`src/rtl/cache_miss_ctrl.sv`:
```
// Miss handler for a 4-way set-associative cache.
// On an accepted miss it chooses a victim way (first invalid way, otherwise
// the LRU way), writes the victim line back when it is dirty, fetches the new
// line from memory beat by beat into the data array, commits the tag, and
// pulses the LRU update with the victim way.
//
// Ports
//   clk, rst                      clock (rising edge), async active-low reset
//   miss_*                        miss request (valid/ready, tag, set)
//   way_valid_i/way_dirty_i/way_tags_i, lru_way_i   state of the addressed set
//   mem_cmd_*                     memory command channel (writeback or fill)
//   mem_wdata_*, arr_*            writeback beats read from the data array
//   mem_rdata_*                   fill beats from memory
//   fill_*                        data-array beat write port
//   tag_we_o, tag_o               tag commit (valid = 1, dirty = 0)
//   lru_update_o, lru_index_o     MRU update towards the LRU list
//   done_o                        refill-complete pulse
//
// state     | meaning
// ----------+-----------------------------------------------
// IDLE      | ready for a miss
// WB_CMD    | issuing writeback command for the dirty victim
// WB_DATA   | streaming victim beats from the array to memory
// FILL_CMD  | issuing fill read command for the missing line
// FILL_DATA | writing fill beats into the data array
// DONE      | one-cycle tag commit, LRU update and done pulse
module cache_miss_ctrl #(
  parameter int TAG_W  = 20,
  parameter int SET_W  = 6,
  parameter int DATA_W = 32,
  parameter int BEATS  = 4
) (
  input  logic                      clk,
  input  logic                      rst,
  input  logic                      miss_v_i,
  output logic                      miss_ready_o,
  input  logic [TAG_W-1:0]          miss_tag_i,
  input  logic [SET_W-1:0]          miss_set_i,
  input  logic [3:0]                way_valid_i,
  input  logic [3:0]                way_dirty_i,
  input  logic [4*TAG_W-1:0]        way_tags_i,
  input  logic [1:0]                lru_way_i,
  output logic                      mem_cmd_v_o,
  input  logic                      mem_cmd_ready_i,
  output logic                      mem_cmd_we_o,
  output logic [TAG_W+SET_W-1:0]    mem_cmd_addr_o,
  output logic                      mem_wdata_v_o,
  input  logic                      mem_wdata_ready_i,
  output logic [DATA_W-1:0]         mem_wdata_o,
  output logic [$clog2(BEATS)-1:0]  arr_rd_beat_o,
  input  logic [DATA_W-1:0]         arr_rdata_i,
  input  logic                      mem_rdata_v_i,
  output logic                      mem_rdata_ready_o,
  input  logic [DATA_W-1:0]         mem_rdata_i,
  output logic                      fill_we_o,
  output logic [1:0]                fill_way_o,
  output logic [SET_W-1:0]          fill_set_o,
  output logic [$clog2(BEATS)-1:0]  fill_beat_o,
  output logic [DATA_W-1:0]         fill_data_o,
  output logic                      tag_we_o,
  output logic [TAG_W-1:0]          tag_o,
  output logic                      lru_update_o,
  output logic [1:0]                lru_index_o,
  output logic                      done_o
);

  localparam int BEAT_W = $clog2(BEATS);
  localparam logic [BEAT_W-1:0] LAST_BEAT = BEAT_W'(BEATS - 1);

  typedef enum logic [2:0] {
    S_IDLE, S_WB_CMD, S_WB_DATA, S_FILL_CMD, S_FILL_DATA, S_DONE
  } state_t;

  state_t             state, state_nxt;
  logic [BEAT_W-1:0]  beat, beat_nxt;
  logic [TAG_W-1:0]   tag_q, vtag_q;
  logic [SET_W-1:0]   set_q;
  logic [1:0]         way_q;
  logic [1:0]         victim;
  logic               victim_dirty;
  logic               accept;

  // Lowest-indexed invalid way wins; scanning downwards lets the lowest
  // index overwrite higher ones. All valid falls back to the LRU way.
  always_comb begin
    victim = lru_way_i;
    for (int w = 3; w >= 0; w--) begin
      if (!way_valid_i[w]) victim = 2'(w);
    end
  end

  assign victim_dirty = way_valid_i[victim] & way_dirty_i[victim];
  assign accept       = (state == S_IDLE) && miss_v_i;

  always_ff @(posedge clk or negedge rst) begin
    if (!rst) begin
      state <= S_IDLE;
      beat  <= '0;
    end else begin
      state <= state_nxt;
      beat  <= beat_nxt;
    end
  end

  always_ff @(posedge clk or negedge rst) begin
    if (!rst) begin
      tag_q  <= '0;
      vtag_q <= '0;
      set_q  <= '0;
      way_q  <= '0;
    end else if (accept) begin
      tag_q  <= miss_tag_i;
      set_q  <= miss_set_i;
      way_q  <= victim;
      vtag_q <= way_tags_i[victim*TAG_W +: TAG_W];
    end
  end

  assign fill_way_o = way_q;
  assign fill_set_o = set_q;
  assign tag_o      = tag_q;

  always_comb begin
    state_nxt         = state;
    beat_nxt          = beat;
    miss_ready_o      = 1'b0;
    mem_cmd_v_o       = 1'b0;
    mem_cmd_we_o      = 1'b0;
    mem_cmd_addr_o    = '0;
    mem_wdata_v_o     = 1'b0;
    mem_wdata_o       = '0;
    arr_rd_beat_o     = '0;
    mem_rdata_ready_o = 1'b0;
    fill_we_o         = 1'b0;
    fill_beat_o       = '0;
    fill_data_o       = '0;
    tag_we_o          = 1'b0;
    lru_update_o      = 1'b0;
    lru_index_o       = '0;
    done_o            = 1'b0;
    case (state)
      S_IDLE: begin
        miss_ready_o = 1'b1;
        if (miss_v_i) state_nxt = victim_dirty ? S_WB_CMD : S_FILL_CMD;
      end
      S_WB_CMD: begin
        mem_cmd_v_o    = 1'b1;
        mem_cmd_we_o   = 1'b1;
        mem_cmd_addr_o = {vtag_q, set_q};
        if (mem_cmd_ready_i) begin
          state_nxt = S_WB_DATA;
          beat_nxt  = '0;
        end
      end
      S_WB_DATA: begin
        mem_wdata_v_o = 1'b1;
        arr_rd_beat_o = beat;
        mem_wdata_o   = arr_rdata_i;
        if (mem_wdata_ready_i) begin
          beat_nxt = beat + 1'b1;
          if (beat == LAST_BEAT) begin
            state_nxt = S_FILL_CMD;
            beat_nxt  = '0;
          end
        end
      end
      S_FILL_CMD: begin
        mem_cmd_v_o    = 1'b1;
        mem_cmd_addr_o = {tag_q, set_q};
        if (mem_cmd_ready_i) state_nxt = S_FILL_DATA;
      end
      S_FILL_DATA: begin
        mem_rdata_ready_o = 1'b1;
        fill_we_o         = mem_rdata_v_i;
        fill_data_o       = mem_rdata_i;
        fill_beat_o       = beat;
        if (mem_rdata_v_i) begin
          beat_nxt = beat + 1'b1;
          if (beat == LAST_BEAT) state_nxt = S_DONE;
        end
      end
      S_DONE: begin
        tag_we_o     = 1'b1;
        lru_update_o = 1'b1;
        lru_index_o  = way_q;
        done_o       = 1'b1;
        state_nxt    = S_IDLE;
      end
      default: state_nxt = S_IDLE;
    endcase
  end

endmodule
```
`config.mk`:
```
export PLATFORM = sky130hd
export DESIGN_NAME = cache_miss_ctrl
export DESIGN_NICKNAME = d
export VERILOG_FILES = /design/src/rtl/cache_miss_ctrl.sv
export SDC_FILE = /design/constraint.sdc
export NUM_CORES = 1
export LEC_CHECK = 0
export BUFFER_PORTS_ARGS = -buffer_cell sky130_fd_sc_hd__buf_4
export CELL_PAD_IN_SITES_DETAIL_PLACEMENT = 1
export CELL_PAD_IN_SITES_GLOBAL_PLACEMENT = 1
export CORE_ASPECT_RATIO = 1.5
export CORE_MARGIN = 10
export CORE_UTILIZATION = 23
export DETAILED_ROUTE_END_ITERATION = 10
export PLACE_DENSITY = 0.76
export SYNTH_ARGS = -nofsm -noshare
export SYNTH_HDL_FRONTEND = slang
export SYNTH_SLANG_ARGS = --single-unit
```
`constraint.sdc`:
```
create_clock -name clk -period 1.5 [get_ports clk]
set_input_delay 0.3 -clock clk [delete_from_list [all_inputs] [get_ports clk]]
set_output_delay 0.3 -clock clk [all_outputs]
set_load 0.01 [all_outputs]
```
Word level (Yosys, flattened, before mapping)

Cells that the tools add are included.

Latch bits: 0
Bits in read-only memories: 0
Memories kept: 0
Word-level logic and storage cells: 65
Memory bits (writable): 0
Register bits after elaboration: 53

Multiplexer cells: 35
Div/mod/pow operators: 0
$lt $le $gt $ge: 1
Equal/unequal tests: 13
Bitwise logic cells: 1
$add $sub $neg: 1
$mul: 1
Reduce and logical (&&, ||, !) cells: 6
Shift operators: 1

Operator list:

| cell                  | number |
|---|---|
| $shiftx A80 B8 Y20    | 1 |
| $mux W32              | 2 |
| $pmux W26 S2          | 1 |
| $mux W2               | 12 |
| $mux W3               | 7 |
| $pmux W3 S5           | 1 |
| $ne A2 B2 Y1 const B  | 7 |
| $mux W1               | 9 |
| $reduce_and A7 Y1     | 1 |
| $eq A3 B2 Y1 const B  | 2 |
| $eq A3 B3 Y1 const B  | 2 |
| $pmux W2 S3           | 1 |
| $mul A2 B3 Y5 const B | 1 |
| $bmux W1 S2           | 2 |
| $reduce_and A4 Y1     | 1 |
| $eq A3 B1 Y1 const B  | 1 |
| $logic_not A3 Y1      | 1 |
| $lt A2 B3 Y1 const B  | 1 |
| $reduce_bool A3 Y1    | 1 |
| $add A2 B1 Y2 const B | 1 |
| $eq A2 B2 Y1 const B  | 1 |
| $reduce_or A2 Y1      | 1 |
| $and A1 B1 Y1         | 1 |
| $logic_and A1 B1 Y1   | 1 |

Longest topological paths before layout

Gate-level depths: netlist of the first run.

Depth after elaboration: 10
Mapped depth: 7

Least setup slack after synthesis of the first run

No wires, ideal clock.

Kind: flip-flop to output port
From: register state[0]
To: output port fill_data_o[10]
Path slack: -0.075 ns
Path buffers: 3
Data required time: 1.200 ns
Data arrival time: 1.275 ns
Stages on the path, launching flop included: 6
Cell sequence: dfrtp_1 buf_2 nor3b_2 buf_2 buf_2 and2_1

Longest elaborated chain between the ends: 2

RTL lines:

| item                   | RTL line | source |
|---|---|---|
| start, declared        | 74       | `state_t state, state_nxt;` |
| start signal, assigned | 100      | `state <= state_nxt;` |
| $eq A3 B3 Y1           | 141      | `case (state)` |
| $mux W32               | 141      |  |
| end, declared          | 59       | `output logic [DATA_W-1:0] fill_data_o,` |

No other way between the ends.

Worst setup path in the final report of the first run

From: register state[1]
To: output port fill_data_o[24]

Same word-level chain as after synthesis.

==> impl_metrics.yaml, run 1 <==
global_routing:
  grt_max_degree: 38
  grt_pass1_vias: 5198
  grt_pass1_wl_um: 33510
  grt_util_met2_pct: 35.89
  grtUsageMet1_pct: 21.47
  use_met3_pct: 4.509
  top_usage_layer: "met2"
  antenna_found_initial: 1
  overflow: 0
  grt.total_usage_pct: 19.31
floorplan:
  die_w_um: 125
  initial_core_util_pct: 23.39
  num_io_pins: 319
  die_h_um: 177.5
  core-area_mm2: 0.01626
  dieArea_mm2: 0.02219
  rows: 57
finish:
  syn_to_final_growth_pct: 103.5
  stdcell_area_mm2: 0.007741
  post-route-util_pct: 47.61
  n_antenna_cell: 0
  fillers: 1932
  drive_gt1_share_pct: 58.53
  layout.nets: 1001
  instances_no_fill: 1021
placement:
  portBuffers: 318
  dp_hpwl_um: 18360
  gp_congestion: 0.9350
  postPlaceCellArea_mm2: 0.006765
  dpl.cell_count: 986
setup_path:
  slowest_stage: "dfrtp_2"
  cp_max_fo: 15
  crit_type: "reg2out"
  crit_family: "buffers and inverters"
  cp-end-kind: "primary output"
  max_stage_delay_ps: 430
  cp_num_buf_inv: 4
  start_kind: "flip-flop"
  cpMostUsedCell: "buf_6"
  critical_path_arrival_ps: 1640
  required_ps: 1200
  worstPathCellList: "buf_6 -> nor3b_4 -> buf_6 -> buf_12 -> and2_1 -> buf_4"
yosys:
  synth_simple_gate_area_share_pct: 33.03
  synth_edf_count: 0
  synth_area_leaders: "dfrtp_1 35%, and2_1 13%, mux2i_1 11%"
  ys_seq_area_share_pct: 34.87
  ys_seq_elements: 53
  yosys_warnings: 0
  synth.largest_area_cell: "dfrtp_1"
  yosysMostFrequentCell: "nand2_1"
  synth_compound_area_share_pct: 13.68
  synth_top_cell_area_share_pct: 34.87
  synth_fp_nets: 638
  synth_cells: 451
  mappedNetlistArea_mm2: 0.003804
  synth_cell_types: 47
  synth_top_family_by_area: "simple AND/OR/NAND/NOR gates"
  synth_fa_ha_area_share_pct: 0.3289
  synth_mux_area_share_pct: 11.91
  synthArstFlopShare_pct: 100.0
  netlist_top_cells_count: "95 x nand2_1, 80 x and2_1, 53 x dfrtp_1, 43 x mux2i_1, 34 x nor2_1"
  synth_xor_area_share_pct: 0
  syn_area_per_cell_um2: 8.434
  synthFlopType: "dfrtp_1"
timing:
  post-route-min-period_ps: 1943
  final_hold_viol_count: 0
  setup_viol_count_final: 156
  clock_skew_ps: 5.167
  whs_ps: 185.1
  fmax_ghz: 0.5146
  setup_ws_ps: -443.4
  drv_slew: 0
  grt_setup_unrepaired: "yes"
  slew_headroom_pct: 72.44
  fin_crit_sh_pct: 129.6
  worstMarginPinSlew_ps: 412.4
power:
  ir_worst_vdd_uv: 597.4
  p_leak_nw: 4.002
  power_w: 0.01139
  pwr_density_cell_mw_per_mm2: 1472
clocking:
  cts_tree: "built"
  cts_root_buf: "clkbuf_16"
  cts_max_level: 2
  clock-sinks: 53
  numCtsBuffers: 5
  clockBufferDepth: 2
  clk_latency_ps: 300
  cts.clk_slew.worst_paths_ps: 80
drt:
  vias: 4665
  drt_iter0_drc: 176
  dr.pass1.iters: 4
  drc: 0
  wl_um: 23120
  wl_per_cell_um: 22.64
  viasPerCell: 4.569
  antenna_left: 0
hold_path:
  hold_path.class: "in2reg"
job:
  drv_cap: 0
outcome:
  violations: "negative setup slack"
  status: "complete, but fails checks"
## state kept, by name, indices dropped and copies added, names as in the netlist
| name | count |
|---|---|
| fill_way_o | 2 |
| state | 3 |
| beat | 2 |
| tag_o | 20 |
| fill_set_o | 6 |
| vtag_q | 20 |
## layout make-up
cell class              count  area (µm²)  share of cell area [%]
repair buffers            391        3426                   44.25
multi-input cells         359        2562                   33.10
flip-flops and latches     53        1329                   17.16
well taps                 206       257.7                   3.330
clock buffers               5       125.1                   1.616
clock inverters             3       21.27                  0.2748
inverters                   4       20.02                  0.2586
## layout by cell type, fill, tap and decap left out, types with 3 or more instances in the layout
cell type and n:
a2111oi_2 5, a2111oi_4 3, a211oi_2 9, a21boi_0 10, and2_1 57, and2_4 24
and3_1 20, buf_12 17, buf_16 3, buf_4 321, buf_6 46, clkbuf_16 7
dfrtp_1 51, mux2i_1 42, nand2_1 86, nand2_2 8, nand2_4 3, nor2_1 31
nor2_4 3, o211ai_1 16, o211ai_2 4, o21ai_1 3
## power by group
| group | internal [W] | switching, W | total (W) | leakage (nW) |
|---|---|---|---|---|
| logic | 0.00394 | 0.00357 | 0.00751 | 3.28 |
| clock network | 0.000625 | 0.000591 | 0.00122 | 0.0702 |
| registers | 0.00208 | 0.000591 | 0.00267 | 0.652 |
| total | 0.00664 | 0.00475 | 0.0114 | 4.00 |
## metal layers
metal,vias up,wire [µm]
met2,175,12470
met4,0,568
met3,29,1370
met1,2216,8710
li1,2245,-
met5,-,0
## cell families after synthesis
kind of cell / count (synthesis)
adders and majority gates: 1
DFF: 53
muxes: 45
and+or+nand+nor: 248
AOI/OAI and AO/OA: 64
buffers and inverters: 40
## per-stage QoR
stage / setup TNS [ps] / worst slack (ps)
detailed placement: -8316 / -182.4
floorplan: -764.9 / -29.17
CTS: -43750 / -417.9
global route: -56020 / -514.3
finish: -46780 / -443.4
global placement: -4747 / -166.6
## final timing paths
| check | from | to | slack [ps] | cells past startpoint |
|---|---|---|---|---|
| hold reg to reg | vtag_q[18] | vtag_q[18] | 510 | 2 |
| max in group asynchronous | rst | fill_set_o[5] | 520 | 3 |
| hold / removal | miss_tag_i[13] | tag_o[13] | 190 | 3 |
| min in group asynchronous | rst | tag_o[17] | 470 | 2 |
| setup reg to reg | state[1] | tag_o[4] | -280 | 10 |
| setup / recovery | state[1] | fill_data_o[24] | -440 | 6 |
## worst reg2reg max path: stages (launching register included)
cell     delay (ps)
dfrtp_2         430
buf_4           140
buf_4           130
nor3_4          180
buf_6           140
and2_4          210
buf_12          150
buf_12          120
buf_12          110
nand2_1          50
nand2_1          60
## repair_timing
action	in CTS	in global routing
setup buffers	15	7
endpoints found under the hold margin	25	0
resized for setup	70	63
gates cloned	6	2
pin swaps	18	17
setup endpoints to repair	129	156
hold buffers	1	0
(Power assumes the default switching activity.)
==> run 2, diff against run 1 <==
Settings changed: ABC_AREA from default to 1, CORE_UTILIZATION 23 to 22, PLACE_DENSITY 0.76 to 0.78.
==> run 2 against run 1 <==
Largest cell class unchanged. Clock skew up 1.7 ps. The flow still finishes with violations (negative setup slack). Combinational power up 28%. Largest power group unchanged. Highest routed layer unchanged. Clock power about the same. Final area up 6.9%.
==> impl_metrics.yaml, run 2 <==
yosys:
  ys_seq_area_share_pct: 35.30
  synth_fp_nets: 769
  synth_cells: 582
  synth_edf_count: 0
  synth_top_cell_area_share_pct: 35.30
  netlist_top_cells_count: "142 x nor2_1, 117 x inv_1, 93 x nand2_1, 60 x o21ai_0, 53 x dfrtp_1"
  synthFlopType: "dfrtp_1"
  synth_area_leaders: "dfrtp_1 35%, nor2_1 14%, inv_1 12%"
  ys_seq_elements: 53
  syn_area_per_cell_um2: 6.456
  mappedNetlistArea_mm2: 0.003757
  yosys_warnings: 0
  yosysMostFrequentCell: "nor2_1"
  synth.largest_area_cell: "dfrtp_1"
  synthArstFlopShare_pct: 100.0
  synth_cell_types: 30
timing:
  worstMarginPinSlew_ps: 434.7
  drv_slew: 0
  fin_crit_sh_pct: 126.7
  setup_ws_ps: -400.5
  post-route-min-period_ps: 1900
  fmax_ghz: 0.5262
  grt_setup_unrepaired: "yes"
  slew_headroom_pct: 71.02
  final_hold_viol_count: 0
  setup_viol_count_final: 157
  clock_skew_ps: 6.856
setup_path:
  crit_type: "reg2out"
  cp-end-kind: "primary output"
  cp_max_fo: 16
  required_ps: 1200
  start_kind: "flip-flop"
  critical_path_arrival_ps: 1600
drt:
  antenna_left: 0
  vias: 5157
  drc: 0
  wl_um: 22410
  dr.pass1.iters: 4
  drt_iter0_drc: 107
  wl_per_cell_um: 19.37
  viasPerCell: 4.457
hold_path:
  hold_path.class: "in2reg"
floorplan:
  initial_core_util_pct: 22.41
  die_h_um: 180.1
  core-area_mm2: 0.01676
  die_w_um: 126.7
  dieArea_mm2: 0.02281
  rows: 58
  num_io_pins: 319
clocking:
  clock-sinks: 53
  cts_max_level: 2
  clk_latency_ps: 290
  cts_tree: "built"
  numCtsBuffers: 5
  clockBufferDepth: 2
  cts.clk_slew.worst_paths_ps: 70
  cts_root_buf: "clkbuf_16"
global_routing:
  overflow: 0
  antenna_found_initial: 1
  grt_pass1_wl_um: 31750
  grt_pass1_vias: 5513
  grt.total_usage_pct: 17.47
  grt_max_degree: 30
power:
  ir_worst_vdd_uv: 804.1
  p_leak_nw: 4.368
  pwr-share-seq_pct: 19.2
  internal-power_w: 0.007467
  pwr_density_cell_mw_per_mm2: 1628
  clockPowerShare_pct: 9.3
  switching_power_w: 0.006009
  p_comb_share_pct: 71.5
  swShare_pct: 44.59
  power_w: 0.01348
outcome:
  status: "complete, but fails checks"
  violations: "negative setup slack"
finish:
  final_common_cell: "buf_4"
  post-route-util_pct: 49.37
  layout.nets: 1132
  final_cell_mix: "311 x buf_4, 115 x inv_1, 74 x nor2_1"
  syn_to_final_growth_pct: 120.3
  fillers: 2071
  instances_no_fill: 1157
  drive_gt1_share_pct: 61.84
placement:
  dpl.cell_count: 1118
  dp_slack_ps: -176.2
  gp_congestion: 0.7881
  dp_hpwl_um: 17210
  portBuffers: 318
job:
  drv_cap: 0
run 2: changes by cell type in the layout (fill, tap and decap cells not counted), moves of 17 or more:
cell     change
inv_1      +113
and2_1      -57
nor2_2      +49
nor2_1      +43
mux2i_1     -42
nand2_1     -31
o21ai_2     +30
o21ai_0     +29
o21ai_1     +27
and2_4      -24
and3_1      -20
nor2_4      +20
nand2_4     +17
run 2: kinds of logic (layout without fill, tap and decap cells):
| kind of cell | count (synthesis) | after routing | synth area share [%] |
|---|---|---|---|
| AOI/OAI and AO/OA | 118 | 118 | 19.91 |
| buffers and inverters | 159 | 522 | 17.02 |
| DFF | 53 | 53 | 35.30 |
| adders and majority gates | 1 | 1 | 0.3329 |
| other | 0 | 1 | 0 |
| and+or+nand+nor | 251 | 252 | 27.44 |
run 2: layer usage:
metal	global-route usage, %	wire length, µm	up-vias
met5	0	0	-
met2	32.54	12270	231
met1	17.65	7706	2384
li1	-	-	2500
met4	7.127	902	0
met3	4.711	1535	42
run 2: final timing paths:
path / from / end / slack, ps / cells past startpoint
setup / recovery: state[2] / mem_wdata_o[22] / -400 / 6
hold / removal: miss_tag_i[11] / tag_o[11] / 200 / 3
setup reg to reg: state[0] / vtag_q[4] / -240 / 9
hold reg to reg: vtag_q[9] / vtag_q[9] / 510 / 2
max in group asynchronous: rst / state[0] / 490 / 3
min in group asynchronous: rst / tag_o[11] / 490 / 2
run 2: layout make-up:
class                   instances  area, µm²  share of cell area [%]
diodes                          1      2.502                 0.03023
clock buffers                   7      152.6                   1.844
clock inverters                 1      5.005                 0.06047
inverters                     127      523.0                   6.319
multi-input cells             371       2566                   31.01
flip-flops and latches         53       1330                   16.07
well taps                     210      262.8                   3.175
repair buffers                386       3418                   41.30
repair inverters                1      16.27                  0.1965
run 2: power groups by stage:
stage                     combinational, W  sequential, W  clock, W
after floorplan                    0.00307        0.00266         0
after global placement             0.00674        0.00252         0
after detailed placement           0.00685        0.00257         0
after CTS                          0.00818        0.00257   0.00130
after global routing                0.0103        0.00268   0.00136
final                              0.00964        0.00259   0.00125
run 2: worst max-delay path, cell delays in order (launching register included):
cell,delay (ps)
dfrtp_2,460
buf_6,140
nor3_4,210
inv_4,100
buf_16,180
nor2_2,100
buf_4,130
run 2: what timing repair did:
action | CTS | global route
buffers inserted | 9 | 10
hold endpoints to repair | 28 | 0
endpoints found under the setup margin | 125 | 156
hold buffers | 1 | 0
pin swaps | 9 | 22
gates cloned | 4 | 9
resized for setup | 101 | 171
run 2: per-stage QoR:
| stage | hold WS (ps) | setup TNS (ps) | instance area (µm²) |
|---|---|---|---|
| 3_5_place_dp | 275.4 | -5739 | 6799 |
| 2_1_floorplan | 4.409 | -2707 | 3914 |
| 3_3_place_gp | 276.2 | -2742 | 6799 |
| 4_1_cts | 208.7 | -36270 | 7487 |
| 6_report | 202.6 | -44250 | 8277 |
| 5_1_grt | 202.6 | -54740 | 8277 |
==> run 3, diff against run 2 <==
Settings changed: CTS_BUF_LIST from default to sky130_fd_sc_hd__clkbuf_16, PLACE_DENSITY 0.78 to default, PLACE_DENSITY_LB_ADDON from default to 0.1.
==> run 3 against run 2 <==
Die area unchanged. Non-clock buffer count down 6. The flow still finishes with violations (negative setup slack). Final cell count fell by 0.69%. Highest routed layer unchanged. Sequential share of layout area is 0.20 points higher. Via count grew 0.33%. Setup slack lost 34 ps. First-iteration DRC count is 11% higher. Largest cell class unchanged. Sequential power fell by 2%. Utilization fell by 0.62 points. Final area decreased by 1.3%.
==> impl_metrics.yaml, run 3 (synthesis results as in run 2) <==
hold_path:
  min_from: "miss_set_i[5]"
  whs_path_depth: 3
  hold_path.class: "in2reg"
  min_to: "fill_set_o[5]"
clocking:
  numCtsBuffers: 5
  cts_root_buf: "clkbuf_16"
  cts_tree: "built"
  clk_latency_ps: 290
  clockBufferDepth: 2
  clock-sinks: 53
  cts.clk_slew.worst_paths_ps: 70
  cts_max_level: 2
timing:
  setup_viol_count_final: 157
  clock_skew_ps: 3.918
  setup_ws_ps: -434.7
  grt_setup_unrepaired: "yes"
  slew_headroom_pct: 71.12
  post-route-min-period_ps: 1935
  fin_crit_sh_pct: 129.0
  drv_slew: 0
  final_hold_viol_count: 0
  fmax_ghz: 0.5169
  worstMarginPinSlew_ps: 433.1
finish:
  layout.nets: 1126
  n_antenna_cell: 0
  final_cell_mix: "291 x buf_4, 116 x inv_1, 78 x nand2_1"
  fillers: 2053
  drive_gt1_share_pct: 59.32
  instances_no_fill: 1149
  final_common_cell: "buf_4"
  syn_to_final_growth_pct: 117.5
  multiInputGateArea_mm2: 0.002512
  final-seq-area_mm2: 0.001330
floorplan:
  die_h_um: 180.1
  rows: 58
  num_io_pins: 319
  die_w_um: 126.7
  dieArea_mm2: 0.02281
  core-area_mm2: 0.01676
  initial_core_util_pct: 22.41
drt:
  drc: 0
  drt_iter0_drc: 119
  wl_per_cell_um: 18.92
  vias: 5174
  antenna_left: 0
  wl_um: 21740
  viasPerCell: 4.503
  dr.pass1.iters: 4
setup_path:
  start_kind: "flip-flop"
  cp-end-kind: "primary output"
  critical_path_arrival_ps: 1630
  required_ps: 1200
  r2r_slack_ps: -270
  crit_type: "reg2out"
  cp_max_fo: 7
  reg2reg_from: "state[0]"
  r2r_cells: 9
  crit_path_start: "state[0]"
  r2r_end: "vtag_q[13]"
global_routing:
  grt_pass1_vias: 5712
  grt.total_usage_pct: 17.21
  grt_max_degree: 36
  grt_pass1_wl_um: 31690
  overflow: 0
  antenna_found_initial: 0
placement:
  gp_congestion: 0.8663
  portBuffers: 318
  dp_slack_ps: -253.0
  dpl.cell_count: 1114
  dp_hpwl_um: 17460
power:
  p_leak_nw: 4.232
  ir_worst_vdd_uv: 687.3
  pwr_density_cell_mw_per_mm2: 1575
outcome:
  violations: "negative setup slack"
  status: "complete, but fails checks"
job:
  drv_cap: 0
-- run 3: cell count changes in the layout (fill, tap and decap cells not counted), sizes merged --
cell	previous run	this run
buf	379	372
inv	126	128
diode	1	0
clkbuf	13	12
clkinv	3	2
-- run 3: critical path: stages (launching register included) --
cell	delay [ps]
dfrtp_2	460
nor2_2	140
inv_2	70
nor2_4	170
inv_6	80
clkbuf_16	160
nor2_1	120
buf_4	140
-- run 3: worst max-delay path by stage --
stage,end,slack [ps],cells after the start
finish,fill_data_o[2],-430,7
global route,fill_data_o[2],-480,7
CTS,lru_index_o[1],-390,7
detailed placement,lru_index_o[1],-250,7
global placement,lru_index_o[1],-250,7
floorplan,fill_beat_o[0],-90,7
-- run 3: per-stage QoR --
step / utilization [%] / TNS, ps / area, µm² / power, W / hold slack (ps)
global placement: 40.23 / -6081 / 6744 / 0.009133 / 261.2
CTS: 44.10 / -36600 / 7392 / 0.01143 / 210.7
floorplan: - / -2707 / 3914 / 0.005725 / 4.409
finish: 48.75 / -41010 / 8173 / 0.01287 / 207.3
global route: 48.75 / -53750 / 8173 / 0.01383 / 213.1
detailed placement: 40.23 / -8830 / 6744 / 0.009293 / 269.4
-- run 3: layout make-up --
class                      instances  area share [%]
clock buffer                       5           1.531
clock inverter                     2         0.09186
timing repair inverter             1          0.1072
timing repair buffer             380           41.81
tap                              210           3.215
inverter                         127           6.231
sequential                        53           16.27
multi-input combinational        371           30.74
-- run 3: where the power goes --
group | leakage, nW | internal (W) | switching, W | total, W
clock | 0.0685 | 0.000599 | 0.000515 | 0.00111
sequential | 0.650 | 0.00213 | 0.000422 | 0.00255
combinational | 3.51 | 0.00440 | 0.00480 | 0.00920
-- run 3: what timing repair did --
action	4_1_cts	5_1_grt
hold endpoints to repair	27	0
cloned	2	11
gates resized for setup	119	135
pin swaps	3	12
endpoints found under the setup margin	121	156
setup buffers	6	9
hold buffers	1	0
-- run 3: per-layer routing --
metal,wire [µm],GRT usage (%),up-vias
li1,-,-,2478
met1,7442,16.86,2436
met2,11790,33.00,235
met3,2024,5.919,25
met4,484,4.340,0
met5,0,0,-
